$ cat src/rtl/conv_link_pkg.sv
// Shared definitions for the conv_link_master host driver.
// Holds the FSM state type, link geometry and response field positions.
package conv_link_pkg;

  localparam int unsigned BYTES      = 4;            // bytes per window / weight set
  localparam int unsigned BYTE_W     = 8;
  localparam int unsigned WORD_W     = BYTES * BYTE_W;
  localparam int unsigned RESP_W     = 10;           // {toggle, max[8:0]}
  localparam int unsigned TOGGLE_BIT = 9;
  localparam int unsigned RESULT_W   = RESP_W - 1;

  typedef enum logic [2:0] {
    StIdle,
    StSendW,
    StSendX,
    StSettle,
    StCap0,
    StCap1
  } state_e;

  // Link-level view of a state: does the core see a byte being sent?
  function automatic logic is_send_state(state_e st);
    return (st == StSendW) || (st == StSendX);
  endfunction

endpackage

$ cat src/rtl/conv_link_master_if.sv
// Host and link signals of conv_link_master grouped in one bundle.
//   master modport: the driver (conv_link_master) itself.
//   slave modport : the host/core side that feeds it and reads results.
// Host side : start, load_weights, win_in, wgt_in -> busy, done, result, err
// Link side : link_data, link_wsel, link_rd -> core; link_resp <- core
interface conv_link_master_if;
  import conv_link_pkg::*;

  logic                start;
  logic                load_weights;
  logic [WORD_W-1:0]   win_in;
  logic [WORD_W-1:0]   wgt_in;
  logic                busy;
  logic                done;
  logic [RESULT_W-1:0] result;
  logic                err;
  logic [BYTE_W-1:0]   link_data;
  logic                link_wsel;
  logic                link_rd;
  logic [RESP_W-1:0]   link_resp;

  modport master (
    input  start, load_weights, win_in, wgt_in, link_resp,
    output busy, done, result, err, link_data, link_wsel, link_rd
  );

  modport slave (
    output start, load_weights, win_in, wgt_in, link_resp,
    input  busy, done, result, err, link_data, link_wsel, link_rd
  );

endinterface

$ cat src/rtl/conv_link_serializer.sv
// Byte serializer for the conv link.
// Loads a BYTES-wide word and presents byte k = word[8k+7:8k] on a registered
// output, k = 0 first, advancing one byte per step. last is high while the
// final byte is presented.
// Ports:
//   clk   clock
//   clear synchronous clear: data -> 0, index -> 0 (takes priority)
//   load  capture word, present byte 0 next cycle
//   step  present next byte next cycle
//   word  word to serialize
//   data  registered byte for the link
//   last  current byte is byte BYTES-1
module conv_link_serializer
  import conv_link_pkg::*;
(
  input  logic              clk,
  input  logic              clear,
  input  logic              load,
  input  logic              step,
  input  logic [WORD_W-1:0] word,
  output logic [BYTE_W-1:0] data,
  output logic              last
);

  localparam int unsigned CntW  = $clog2(BYTES);
  localparam int unsigned RestW = WORD_W - BYTE_W;

  logic [BYTE_W-1:0] data_q;
  logic [RestW-1:0]  rest_q;
  logic [CntW-1:0]   cnt_q;

  always_ff @(posedge clk) begin
    if (clear) begin
      data_q <= '0;
      rest_q <= '0;
      cnt_q  <= '0;
    end else if (load) begin
      data_q <= word[BYTE_W-1:0];
      rest_q <= word[WORD_W-1:BYTE_W];
      cnt_q  <= '0;
    end else if (step) begin
      data_q <= rest_q[BYTE_W-1:0];
      rest_q <= {{BYTE_W{1'b0}}, rest_q[RestW-1:BYTE_W]};
      cnt_q  <= cnt_q + CntW'(1);
    end
  end

  assign data = data_q;
  assign last = (cnt_q == CntW'(BYTES - 1));

endmodule

$ cat src/rtl/conv_link_master.sv
// Host-side driver for the 2x2 convolution core's byte-serial link.
// Serializes optional weights then the window, parks the link, waits for the
// core pipeline to settle and captures the {toggle, max} response twice to
// check that the toggle bit is alive.
// Ports:
//   clk, rst_n  clock and synchronous active-low reset
//   bus.master  host handshake (start/load_weights/win_in/wgt_in ->
//               busy/done/result/err) and link (link_data/link_wsel/link_rd,
//               link_resp)
// All outputs are registered; link_rd idles high so the core never shifts a
// stray byte into its window.
module conv_link_master
  import conv_link_pkg::*;
#(
  parameter int unsigned SETTLE_CYCLES = 3
) (
  input  logic                clk,
  input  logic                rst_n,
  conv_link_master_if.master  bus
);

  localparam int unsigned SetW = (SETTLE_CYCLES > 1) ? $clog2(SETTLE_CYCLES) : 1;

  state_e              state_q, state_d;
  logic [SetW-1:0]     set_cnt_q, set_cnt_d;
  logic [WORD_W-1:0]   win_q;
  logic                busy_q, done_q, err_q, wsel_q, rd_q, f0_q;
  logic [RESULT_W-1:0] result_q;

  logic                ser_clear, ser_load, ser_step, ser_last;
  logic [WORD_W-1:0]   ser_word;
  logic [BYTE_W-1:0]   ser_data;
  logic                accept;

  assign accept = (state_q == StIdle) && bus.start;

  always_comb begin
    state_d   = state_q;
    set_cnt_d = set_cnt_q;
    ser_clear = 1'b0;
    ser_load  = 1'b0;
    ser_step  = 1'b0;
    ser_word  = bus.wgt_in;
    unique case (state_q)
      StIdle: begin
        if (bus.start) begin
          ser_load = 1'b1;
          if (bus.load_weights) begin
            ser_word = bus.wgt_in;
            state_d  = StSendW;
          end else begin
            ser_word = bus.win_in;
            state_d  = StSendX;
          end
        end
      end
      StSendW: begin
        if (ser_last) begin
          // Window was latched at accept; input may have moved on since.
          ser_load = 1'b1;
          ser_word = win_q;
          state_d  = StSendX;
        end else begin
          ser_step = 1'b1;
        end
      end
      StSendX: begin
        if (ser_last) begin
          ser_clear = 1'b1;
          set_cnt_d = '0;
          state_d   = StSettle;
        end else begin
          ser_step = 1'b1;
        end
      end
      StSettle: begin
        if (set_cnt_q == SetW'(SETTLE_CYCLES - 1)) begin
          state_d = StCap0;
        end else begin
          set_cnt_d = set_cnt_q + SetW'(1);
        end
      end
      StCap0:  state_d = StCap1;
      StCap1:  state_d = StIdle;
      default: state_d = StIdle;
    endcase
  end

  always_ff @(posedge clk) begin
    if (!rst_n) begin
      state_q   <= StIdle;
      set_cnt_q <= '0;
      busy_q    <= 1'b0;
      done_q    <= 1'b0;
      result_q  <= '0;
      err_q     <= 1'b0;
      wsel_q    <= 1'b0;
      rd_q      <= 1'b1;
      f0_q      <= 1'b0;
    end else begin
      state_q   <= state_d;
      set_cnt_q <= set_cnt_d;
      busy_q    <= (state_d != StIdle);
      done_q    <= (state_q == StCap1);
      // Link control follows the state it will be in, so byte and strobes line up.
      wsel_q    <= (state_d == StSendW);
      rd_q      <= !is_send_state(state_d);
      if (state_q == StCap0) begin
        f0_q <= bus.link_resp[TOGGLE_BIT];
      end
      if (state_q == StCap1) begin
        result_q <= bus.link_resp[RESULT_W-1:0];
        err_q    <= (bus.link_resp[TOGGLE_BIT] == f0_q);
      end
    end
  end

  always_ff @(posedge clk) begin
    if (accept) begin
      win_q <= bus.win_in;
    end
  end

  conv_link_serializer u_ser (
    .clk   (clk),
    .clear (ser_clear || !rst_n),
    .load  (ser_load),
    .step  (ser_step),
    .word  (ser_word),
    .data  (ser_data),
    .last  (ser_last)
  );

  assign bus.busy      = busy_q;
  assign bus.done      = done_q;
  assign bus.result    = result_q;
  assign bus.err       = err_q;
  assign bus.link_data = ser_data;
  assign bus.link_wsel = wsel_q;
  assign bus.link_rd   = rd_q;

endmodule
$ cat src/flat_wrapper.sv
// flat-port wrapper written by rule: the top's interface ports become plain ports
module conv_link_master_flat import conv_link_pkg::*;
#(
  parameter int unsigned SETTLE_CYCLES = 3
)
  (clk, rst_n, bus_start, bus_load_weights, bus_win_in, bus_wgt_in, bus_link_resp, bus_busy, bus_done, bus_result, bus_err, bus_link_data, bus_link_wsel, bus_link_rd);
  conv_link_master_if bus_i ();
  input  logic clk;
  input  logic rst_n;
  input wire logic [$bits(bus_i.start)-1:0] bus_start;
  input wire logic [$bits(bus_i.load_weights)-1:0] bus_load_weights;
  input wire logic [$bits(bus_i.win_in)-1:0] bus_win_in;
  input wire logic [$bits(bus_i.wgt_in)-1:0] bus_wgt_in;
  input wire logic [$bits(bus_i.link_resp)-1:0] bus_link_resp;
  output wire logic [$bits(bus_i.busy)-1:0] bus_busy;
  output wire logic [$bits(bus_i.done)-1:0] bus_done;
  output wire logic [$bits(bus_i.result)-1:0] bus_result;
  output wire logic [$bits(bus_i.err)-1:0] bus_err;
  output wire logic [$bits(bus_i.link_data)-1:0] bus_link_data;
  output wire logic [$bits(bus_i.link_wsel)-1:0] bus_link_wsel;
  output wire logic [$bits(bus_i.link_rd)-1:0] bus_link_rd;
  assign bus_i.start = bus_start;
  assign bus_i.load_weights = bus_load_weights;
  assign bus_i.win_in = bus_win_in;
  assign bus_i.wgt_in = bus_wgt_in;
  assign bus_i.link_resp = bus_link_resp;
  assign bus_busy = bus_i.busy;
  assign bus_done = bus_i.done;
  assign bus_result = bus_i.result;
  assign bus_err = bus_i.err;
  assign bus_link_data = bus_i.link_data;
  assign bus_link_wsel = bus_i.link_wsel;
  assign bus_link_rd = bus_i.link_rd;
  conv_link_master #(.SETTLE_CYCLES(SETTLE_CYCLES)) u_core (.clk(clk), .rst_n(rst_n), .bus(bus_i));
endmodule
$ cat config.mk
export PLATFORM = sky130hd
export DESIGN_NAME = conv_link_master_flat
export DESIGN_NICKNAME = d
export VERILOG_FILES = /design/src/rtl/conv_link_pkg.sv /design/src/rtl/conv_link_master_if.sv /design/src/rtl/conv_link_serializer.sv /design/src/rtl/conv_link_master.sv /design/src/flat_wrapper.sv
export SDC_FILE = /design/constraint.sdc
export NUM_CORES = 1
export LEC_CHECK = 0
export CORE_MARGIN = 2
export CORE_UTILIZATION = 29
export DETAILED_ROUTE_END_ITERATION = 8
export GPL_TIMING_DRIVEN = 0
export SLEW_MARGIN = 20
export SYNTH_ARGS = -nofsm -noshare
export SYNTH_HDL_FRONTEND = slang
export SYNTH_SLANG_ARGS = --single-unit
$ cat constraint.sdc
create_clock -name clk -period 7.5 [get_ports clk]
set_input_delay 1.5 -clock clk [delete_from_list [all_inputs] [get_ports clk]]
set_output_delay 1.5 -clock clk [all_outputs]
set_load 0.02 [all_outputs]
# After elaboration in Yosys (flattened, before gate mapping)
# Index checks and enable logic that the tools add are counted.
# totals
reg_bits	86
input_bits	78
elab_cells	62
# op_classes
add_sub_neg	2
eq_ne	12
muxes	23
reduce_logical	12
# ops
op	count
2-to-1 mux 32 bit	3
case mux 32 bit (2 select lines)	1
2-to-1 mux 24 bit	2
2-to-1 mux 8 bit	2
case mux 3 bit (5 select lines)	1
2-to-1 mux 3 bit	4
== test 3 x 2 -> 1 bit (second input constant)	3
== test 3 x 1 -> 1 bit (second input constant)	2
== test 3 bit (second input constant)	2
2-to-1 mux 2 bit	3
2-to-1 mux 1 bit	5
adder 2 x 1 -> 2 bit (second input constant)	2
== test 2 bit (second input constant)	2
case mux 2 bit (2 select lines)	1
nonzero test 2 bit	2
OR reduction 2 bit	2
zero test 3 bit	1
AND reduction 3 bit	1
nonzero test 3 bit	1
zero test 1 bit	2
logical OR 1 bit	2
!= test 2 x 1 -> 1 bit (second input constant)	1
!= test 2 bit (second input constant)	1
case mux 1 bit (2 select lines)	1
other kinds (2)	2

# Longest topological paths before layout
# Gate-level depths: netlist of run 1.
# depth
ltp_word	6
mapped_depth	7
ltp_nobuf	6

# Modules after synthesis
# A second synthesis of run 1 with hierarchy kept.
# hier_totals
hier_cells	382
hier_area_um2	4013.8
# by_module_without_submodules
mod	n_inst	cells_per_inst	area_each_um2
conv_link_master	1	232	2499.9
conv_link_serializer	1	150	1514.0

# Least setup slack after synthesis of run 1
# OpenSTA, ideal clock, no wires.
# synth_path
path_type	input-to-reg
from	in bus_start
to	reg u_core.u_ser.rest_q[22]
setup_ps	79
t_arrival_ps	4144
setup_slack_ps	3276
cell_stages	6
path_buffers	2
cell_sequence	nor4b_2 and2b_1 buf_4 buf_6 a221oi_1 a211oi_2
# synth_between
elab_chain_cells	3
word_cells_on_any_way	6
# synth_lines
element	line_no	rtl
start: declaration	flat_wrapper.sv:10	input wire logic [$bits(bus_i.start)-1:0] bus_start;
2-to-1 mux 32 bit / 2-to-1 mux 1 bit (equally long branches)	conv_link_master.sv:46	if (bus.start) begin
case mux 32 bit (2 select lines) / case mux 1 bit (2 select lines) (equally long branches)	conv_link_master.sv:44	unique case (state_q)
2-to-1 mux 24 bit / nonzero test 2 bit (equally long branches)	n/a	
end signal: assignment	conv_link_serializer.sv:39	rest_q <= word[WORD_W-1:BYTE_W];
end signal: assignment	conv_link_serializer.sv:43	rest_q <= {{BYTE_W{1'b0}}, rest_q[RestW-1:BYTE_W]};
end: declaration	conv_link_serializer.sv:29	logic [RestW-1:0] rest_q;
# Parallel ways exist; a longest one is shown, timed or not.
# A chain may end at the register's enable or synchronous reset.

# Worst setup path after layout of run 1
# layout_path
from	in bus_start
to	reg u_core.u_ser.rest_q[14]
# The elaborated chain is that of the path after synthesis.

==> summary.md, run 1 <==
| Metric | Value |
|---|---|
| Die ar. | ~14000 sq um |
| Fill count | approximately 1200 |
| Antenna violations before repair | 0 |
| Period minus WS final | about 3.4 ns |
| GRT Resource Usage Total | 0.152 |
| Dpl hpwl | between 7 and 8 mm |
| Drt first pass iters | 7 |
| Synthesis-to-finish area growth | 41.4% |
| Final antenna-violating net count | 0 |
| Synthesized Nets | about 390 |
| Hold Crit Class | reg2reg |
| Die Y | 117 microns |
| Post-CTS Setup Inserts | 0 |
| Chip width | ~120 microns |
| WL per Instance | between 15 and 20 microns |
| Most common flop cell mapped by yosys | dfxtp_1 |
| Reg2reg start | u_core.u_ser.cnt_q[0]$_SDFFE_PP0P_ |
| Setup violators final | 0 |
| Final hold violations | 0 |
| Core box area | 12600 sq um |
| CP max FO | 11 |
| Fin crit share | 0.447 |
| Worst Path Required | around 8 ns |
| Synthesized area | ~3700 sq um |
| First-pass GRT wire length | between 15 and 20 mm |
| Maximum vdd drop | between 0.1 and 0.15 mV |
| GRT overflow | 0 |
| CTS Hold Bufs | 0 |
| Rows | ~40 |
| # resized after CTS | 0 |
| CTS tree | yes |
| Slew margin rel. | 0.484 |
| CTS buffer count | 9 |
| Synth cell types | 53 |
| Routed vias | just over 3000 |
| Antenna Cells | 0 |
| Yosys top cell area share | 0.292 |
| Clock Pin Slew Worst Setup and Hold Paths | around 0.07 ns |
| Gate Count Post-Synth | 308 |
| Seq cells post-synth | 86 |
| Worst-Margin Slew | 0.771 ns |
| Reg2Reg Setup Slack | about 5.4 ns |
| Worst Setup End Kind | flip-flop |
| DRT iter0 DRCs | ~180 |
| Reg2reg end | u_core.bus.link_rd$_SDFF_PN1_ |
| Average cell area after synthesis | 12.0 sq um |
| Multi-input logic area | 1460 sq um |
| Crit path DAT | approximately 3.6 ns |
| Fin Setup TNS | 0 ns |
| Top-Level Pins | 100 |
| Reg2reg path depth | 6 |
| DRC viols | 0 |
| Final wirelength | about 10 mm |
| Synth top area cells | dfxtp_1 29%, edfxtp_1 26%, a222oi_1 6.2% |
| Sequential Area | ~2000 sq um |
| Final net count | 500 |
| Design area | 5240 sq um |
| Slew Limit Fails | 0 |
| Sequential area share after synthesis | 0.551 |
| H-tree depth | 3 |
| Clock sinks | 86 |
| Pwr dens | roughly 230 nW/um^2 |
| Final core occ | 0.417 |
| Asr flop ratio synth | 0 |
| RSZ-0062 raised after global routing | no |
| Fmax | around 300 MHz |
| Post-synth EDFFs | 32 |
| Max_cap viols | 0 |
| Worst Hold Path Cells | 2 |
| Worst Hold Path EP | u_core.f0_q$_SDFFE_PN0N_ |
| Yosys top cell by area | dfxtp_1 |
| Crit path kind | in2reg |
| Startpoint Class | input port |
| Synth Warn # | 0 |
| Largest net degree at the start of global routing | 17 |
| Worst-skew pair later-pin latency | 0.34 ns |
| Share of cells above drive strength 1 | 0.151 |
| Worst clock skew | roughly 0.008 ns |
| Vias/cell | slightly above 5 |
| Vias in the first global route | roughly 3200 |
| GP Congestion | 0.799 |
| Initial core utilization | 0.295 |
| Pleak | 1.94 nW |
| Status | finished, final reports clean |
| Clk root buf | clkbuf_16 |
| Maximum root-to-sink buffer count | 2 |
| Hold path start | u_core.f0_q$_SDFFE_PN0N_ |
| Placed Area | between 4000 and 5000 sq um |
| IO Port Bufs | a little under 100 |
==> cell usage after synthesis (all sizes together) (2+ instances only) <==
cell type / count
mux2i: 10
nand2b: 4
a211oi: 11
inv: 2
nor2: 20
nor3: 4
clkbuf: 3
o21ai: 3
ha: 2
a22oi: 25
dfxtp: 54
o22ai: 23
buf: 24
edfxtp: 32
a222oi: 23
o21bai: 2
a21oi: 13
and2: 5
a221oi: 9
nand2: 16
xor2: 2
==> cell type report <==
type,instances,area share
inverter,3,0.00215
clock inverter,7,0.0151
tap,172,0.0411
sequential,86,0.390
clock buffer,9,0.0430
multi-input combinational,192,0.279
timing repair buffer,101,0.192
buffer,27,0.0375
==> state kept, by name, summed over array words and instances (netlist names), 2 cells and up <==
| register | count |
|---|---|
| u_core.u_ser.data | 8 |
| u_core.state_q | 3 |
| u_core.u_ser.rest_q | 24 |
| u_core.bus.result | 9 |
| u_core.u_ser.cnt_q | 2 |
| u_core.win_q | 32 |
| u_core.set_cnt_q | 2 |
==> worst max-delay path by stage <==
stage | endpoint | start
after global placement | u_core.u_ser.rest_q[14]$_SDFFE_PP0P_ | bus_start
after detailed placement | u_core.u_ser.rest_q[14]$_SDFFE_PP0P_ | bus_start
after global routing | u_core.u_ser.rest_q[14]$_SDFFE_PP0P_ | bus_start
after CTS | u_core.u_ser.data[5]$_SDFFE_PP0P_ | bus_start
after floorplan | u_core.u_ser.rest_q[22]$_SDFFE_PP0P_ | bus_start
final | u_core.u_ser.rest_q[14]$_SDFFE_PP0P_ | bus_start
==> cells in the final DEF (no fill, tap or decap), types with 3 or more instances in the layout <==
cell / count
a211oi_1: 4
a211oi_2: 7
a21oi_1: 13
a221oi_1: 3
a221oi_2: 6
a222oi_1: 23
a22oi_1: 24
and2_1: 4
buf_2: 10
buf_4: 8
buf_6: 8
clkbuf_1: 3
clkbuf_16: 9
clkdlybuf4s50_1: 99
dfxtp_1: 54
edfxtp_1: 32
mux2i_1: 10
nand2_1: 16
nand2b_1: 3
nor2_1: 19
nor3_1: 3
o22ai_1: 23
==> worst max-delay path: stages <==
cell and delay, ns:
clkdlybuf4s50_1 0.54, nor4b_4 0.67, and2b_1 0.22, buf_4 0.14
buf_2 0.24, a222oi_1 0.16, o22ai_1 0.14
==> per-stage QoR <==
| stage | total power, mW | setup slack [ns] | hold slack (ns) | std cells |
|---|---|---|---|---|
| 6_report | 1.19 | 4.15 | 0.478 | 597 |
| 5_1_grt | 1.24 | 3.98 | 0.501 | 597 |
| 4_1_cts | 1.20 | 4.13 | 0.478 | 597 |
| 3_5_place_dp | 0.742 | 3.78 | 0.464 | 581 |
| 3_3_place_gp | 0.737 | 1.70 | 0.461 | 579 |
| 2_1_floorplan | 0.650 | 3.28 | 0.448 | 308 |
==> metal layers <==
layer / global-route usage / up-vias / share of wire
met5: 0 / - / 0
met4: 0.0745 / 0 / 0.032
met3: 0.0515 / 18 / 0.071
met2: 0.252 / 105 / 0.48
met1: 0.177 / 1452 / 0.42
li1: - / 1469 / -
==> cells by family (layout without fill, tap and decap cells) <==
family                     count (synthesis)  count (layout)  synth area share
buffers and inverters                     30             147            0.0561
AOI/OAI and AO/OA                        118             118             0.265
adders and majority gates                  2               2           0.00676
xor gates and xnor gates                   3               3           0.00710
muxes                                     11              11            0.0311
DFF                                       86              86             0.551
and+or+nand+nor                           58              58            0.0831
==> where the power goes <==
group          switching [mW]  total (mW)  leakage (nW)  internal, mW
registers              0.0179       0.540         0.747         0.522
logic                  0.0966       0.193          1.05        0.0965
clock network           0.192       0.455         0.144         0.262
total                   0.307        1.19          1.94         0.880
Power figures use the tool's default switching activity.
==> run 2, diff against run 1 <==
- clock period: 7.5 -> 3.4 ns (I/O delays scaled with it)
==> summary.md, run 2 (synthesized netlist as in run 1, its figures left out) <==
| Metric | Value |
|---|---|
| CTS tree | yes |
| Core box area | between 10000 and 15000 sq um |
| Dpl hpwl | approximately 7.4 mm |
| RSZ-0062 raised after global routing | no |
| Post-CTS Setup Inserts | 0 |
| Largest register FFs | 32 |
| Setup violators final | 0 |
| Hold Crit Class | reg2reg |
| Final Power | approximately 2.8 mW |
| Clk root buf | clkbuf_16 |
| Reg2reg path depth | 7 |
| Clock sinks | 86 |
| Period minus WS final | roughly 2.5 ns |
| Chip width | ~120 microns |
| Worst clock skew | 0.00692 ns |
| Worst-Margin Slew | 0.780 ns |
| Largest net degree at the start of global routing | 17 |
| WL per Instance | around 17 microns |
| Crit path DAT | approximately 2.8 ns |
| Power share of the combinational group | 0.153 |
| Crit path kind | in2reg |
| Slew margin rel. | 0.478 |
| Worst Hold Path Cells | 2 |
| Clock share of power | 0.420 |
| Die Y | ~120 microns |
| Worst Setup End Kind | flip-flop |
| Vias in the first global route | just over 3000 |
| Metal2 WL | ~5 mm |
| Worst-skew pair later-pin latency | about 0.34 ns |
| Fin crit share | 0.741 |
| CTS buffer count | 9 |
| Startpoint Class | input port |
| Maximum root-to-sink buffer count | 2 |
| CP max FO | 11 |
| Routed vias | 3046 |
| IO Port Bufs | 99 |
| Most flops, register | u_core.win_q |
| GRT Resource Usage Total | 0.149 |
| PnR worst setup slack | 0.880 ns |
| Top-Level Pins | 100 |
| Switching Fraction | 0.248 |
| WHS | between 0.4 and 0.5 ns |
| Pwr dens | between 500 and 600 nW/um^2 |
| Vias/cell | between 5 and 6 |
| Max_cap viols | 0 |
| Fill count | about 1200 |
| Drt first pass iters | 8 |
| Synthesis-to-finish area growth | 42.8% |
| Final core occ | 0.421 |
| Sequential share of power | 0.427 |
| WL met3 | a little under 700 microns |
| Met1 wire length | around 4.4 mm |
| Pleak | around 2.0 nW |
| Multi-input logic area | 1460 sq um |
| Final net count | 500 |
| # resized after CTS | 0 |
| CTS Hold Bufs | 0 |
| Final antenna-violating net count | 0 |
| Antenna Cells | 0 |
| P_sw | between 0.6 and 0.7 mW |
| Clock Pin Slew Worst Setup and Hold Paths | ~0.07 ns |
| Share of cells above drive strength 1 | 0.151 |
| Commonest non-fill, non-tap cell in the layout | clkdlybuf4s50_1 |
| H-tree depth | 3 |
| GRT overflow | 0 |
| DRC viols | 0 |
| DRT iter0 DRCs | 225 |
| P_int | around 2.1 mW |
| Die ar. | roughly 14000 sq um |
| First-pass GRT wire length | about 16 mm |
| GP Congestion | 0.791 |
| Commonest non-fill, non-tap cells in the layout | 99 x clkdlybuf4s50_1, 54 x dfxtp_1, 32 x edfxtp_1 |
| Final hold violations | 0 |
| Initial core utilization | 0.295 |
| Status | finished, final reports clean |
| Final wirelength | 10.1 mm |
| DP Worst Slack | 0.512 ns |
| Sequential Area | about 2000 sq um |
| Rows | 41 |
| Max layer used | met4 |
| Slew Limit Fails | 0 |
| Maximum vdd drop | 0.247 mV |
| Fmax | 397 MHz |
| Fin Setup TNS | 0 ns |
| Worst Path Required | around 3.7 ns |
| Antenna violations before repair | 0 |
[run 2: cell types whose count changed in the layout (fill, tap and decap cells not counted), sizes merged]
cell	previous run	this run
inv	5	6
clkinv	2	1
bufinv	1	3
clkinvlp	2	0
[run 2: power groups by stage]
stage	Sequential, mW	Clock [mW]	Combinational [mW]
3_3_place_gp	1.21	0	0.415
6_report	1.19	1.17	0.425
2_1_floorplan	1.22	0	0.220
3_5_place_dp	1.21	0	0.425
4_1_cts	1.19	1.18	0.428
5_1_grt	1.20	1.23	0.463
[run 2: per-stage QoR]
| step | area, sq um | std cells |
|---|---|---|
| 3_5_place_dp | 4940 | 581 |
| 5_1_grt | 5290 | 597 |
| 6_report | 5290 | 597 |
| 2_1_floorplan | 3710 | 308 |
| 4_1_cts | 5290 | 597 |
| 3_3_place_gp | 4920 | 579 |
[run 2: critical path, stage by stage]
cell	delay, ns
clkdlybuf4s50_1	0.54
nor4b_4	0.68
and2b_1	0.22
buf_4	0.14
buf_2	0.23
a222oi_1	0.16
o22ai_1	0.14
[run 2: worst paths after layout]
check | start | slack [ns] | endpoint
worst max-delay path | bus_start | 0.88 | u_core.u_ser.rest_q[14]$_SDFFE_PP0P_
worst min-delay path | u_core.f0_q$_SDFFE_PN0N_ | 0.48 | u_core.f0_q$_SDFFE_PN0N_
worst max register to register | u_core.state_q[0]$_SDFF_PN0_ | 1.30 | u_core.u_ser.rest_q[14]$_SDFFE_PP0P_
worst min register to register | u_core.f0_q$_SDFFE_PN0N_ | 0.48 | u_core.f0_q$_SDFFE_PN0N_
[run 2: layer usage]
metal  GRT usage  vias up
met5           0        -
met4      0.0471        0
met3      0.0391       10
met2       0.259       93
met1       0.180     1470
li1            -     1473
[run 2: cell type report]
class	instances	share of cell area
plain buffers	27	0.0371
clock buffers	9	0.0426
clock inverters	7	0.0241
well taps	172	0.0407
multi-input cells	192	0.276
flip-flops and latches	86	0.386
inverters	3	0.00213
repair buffers	101	0.191
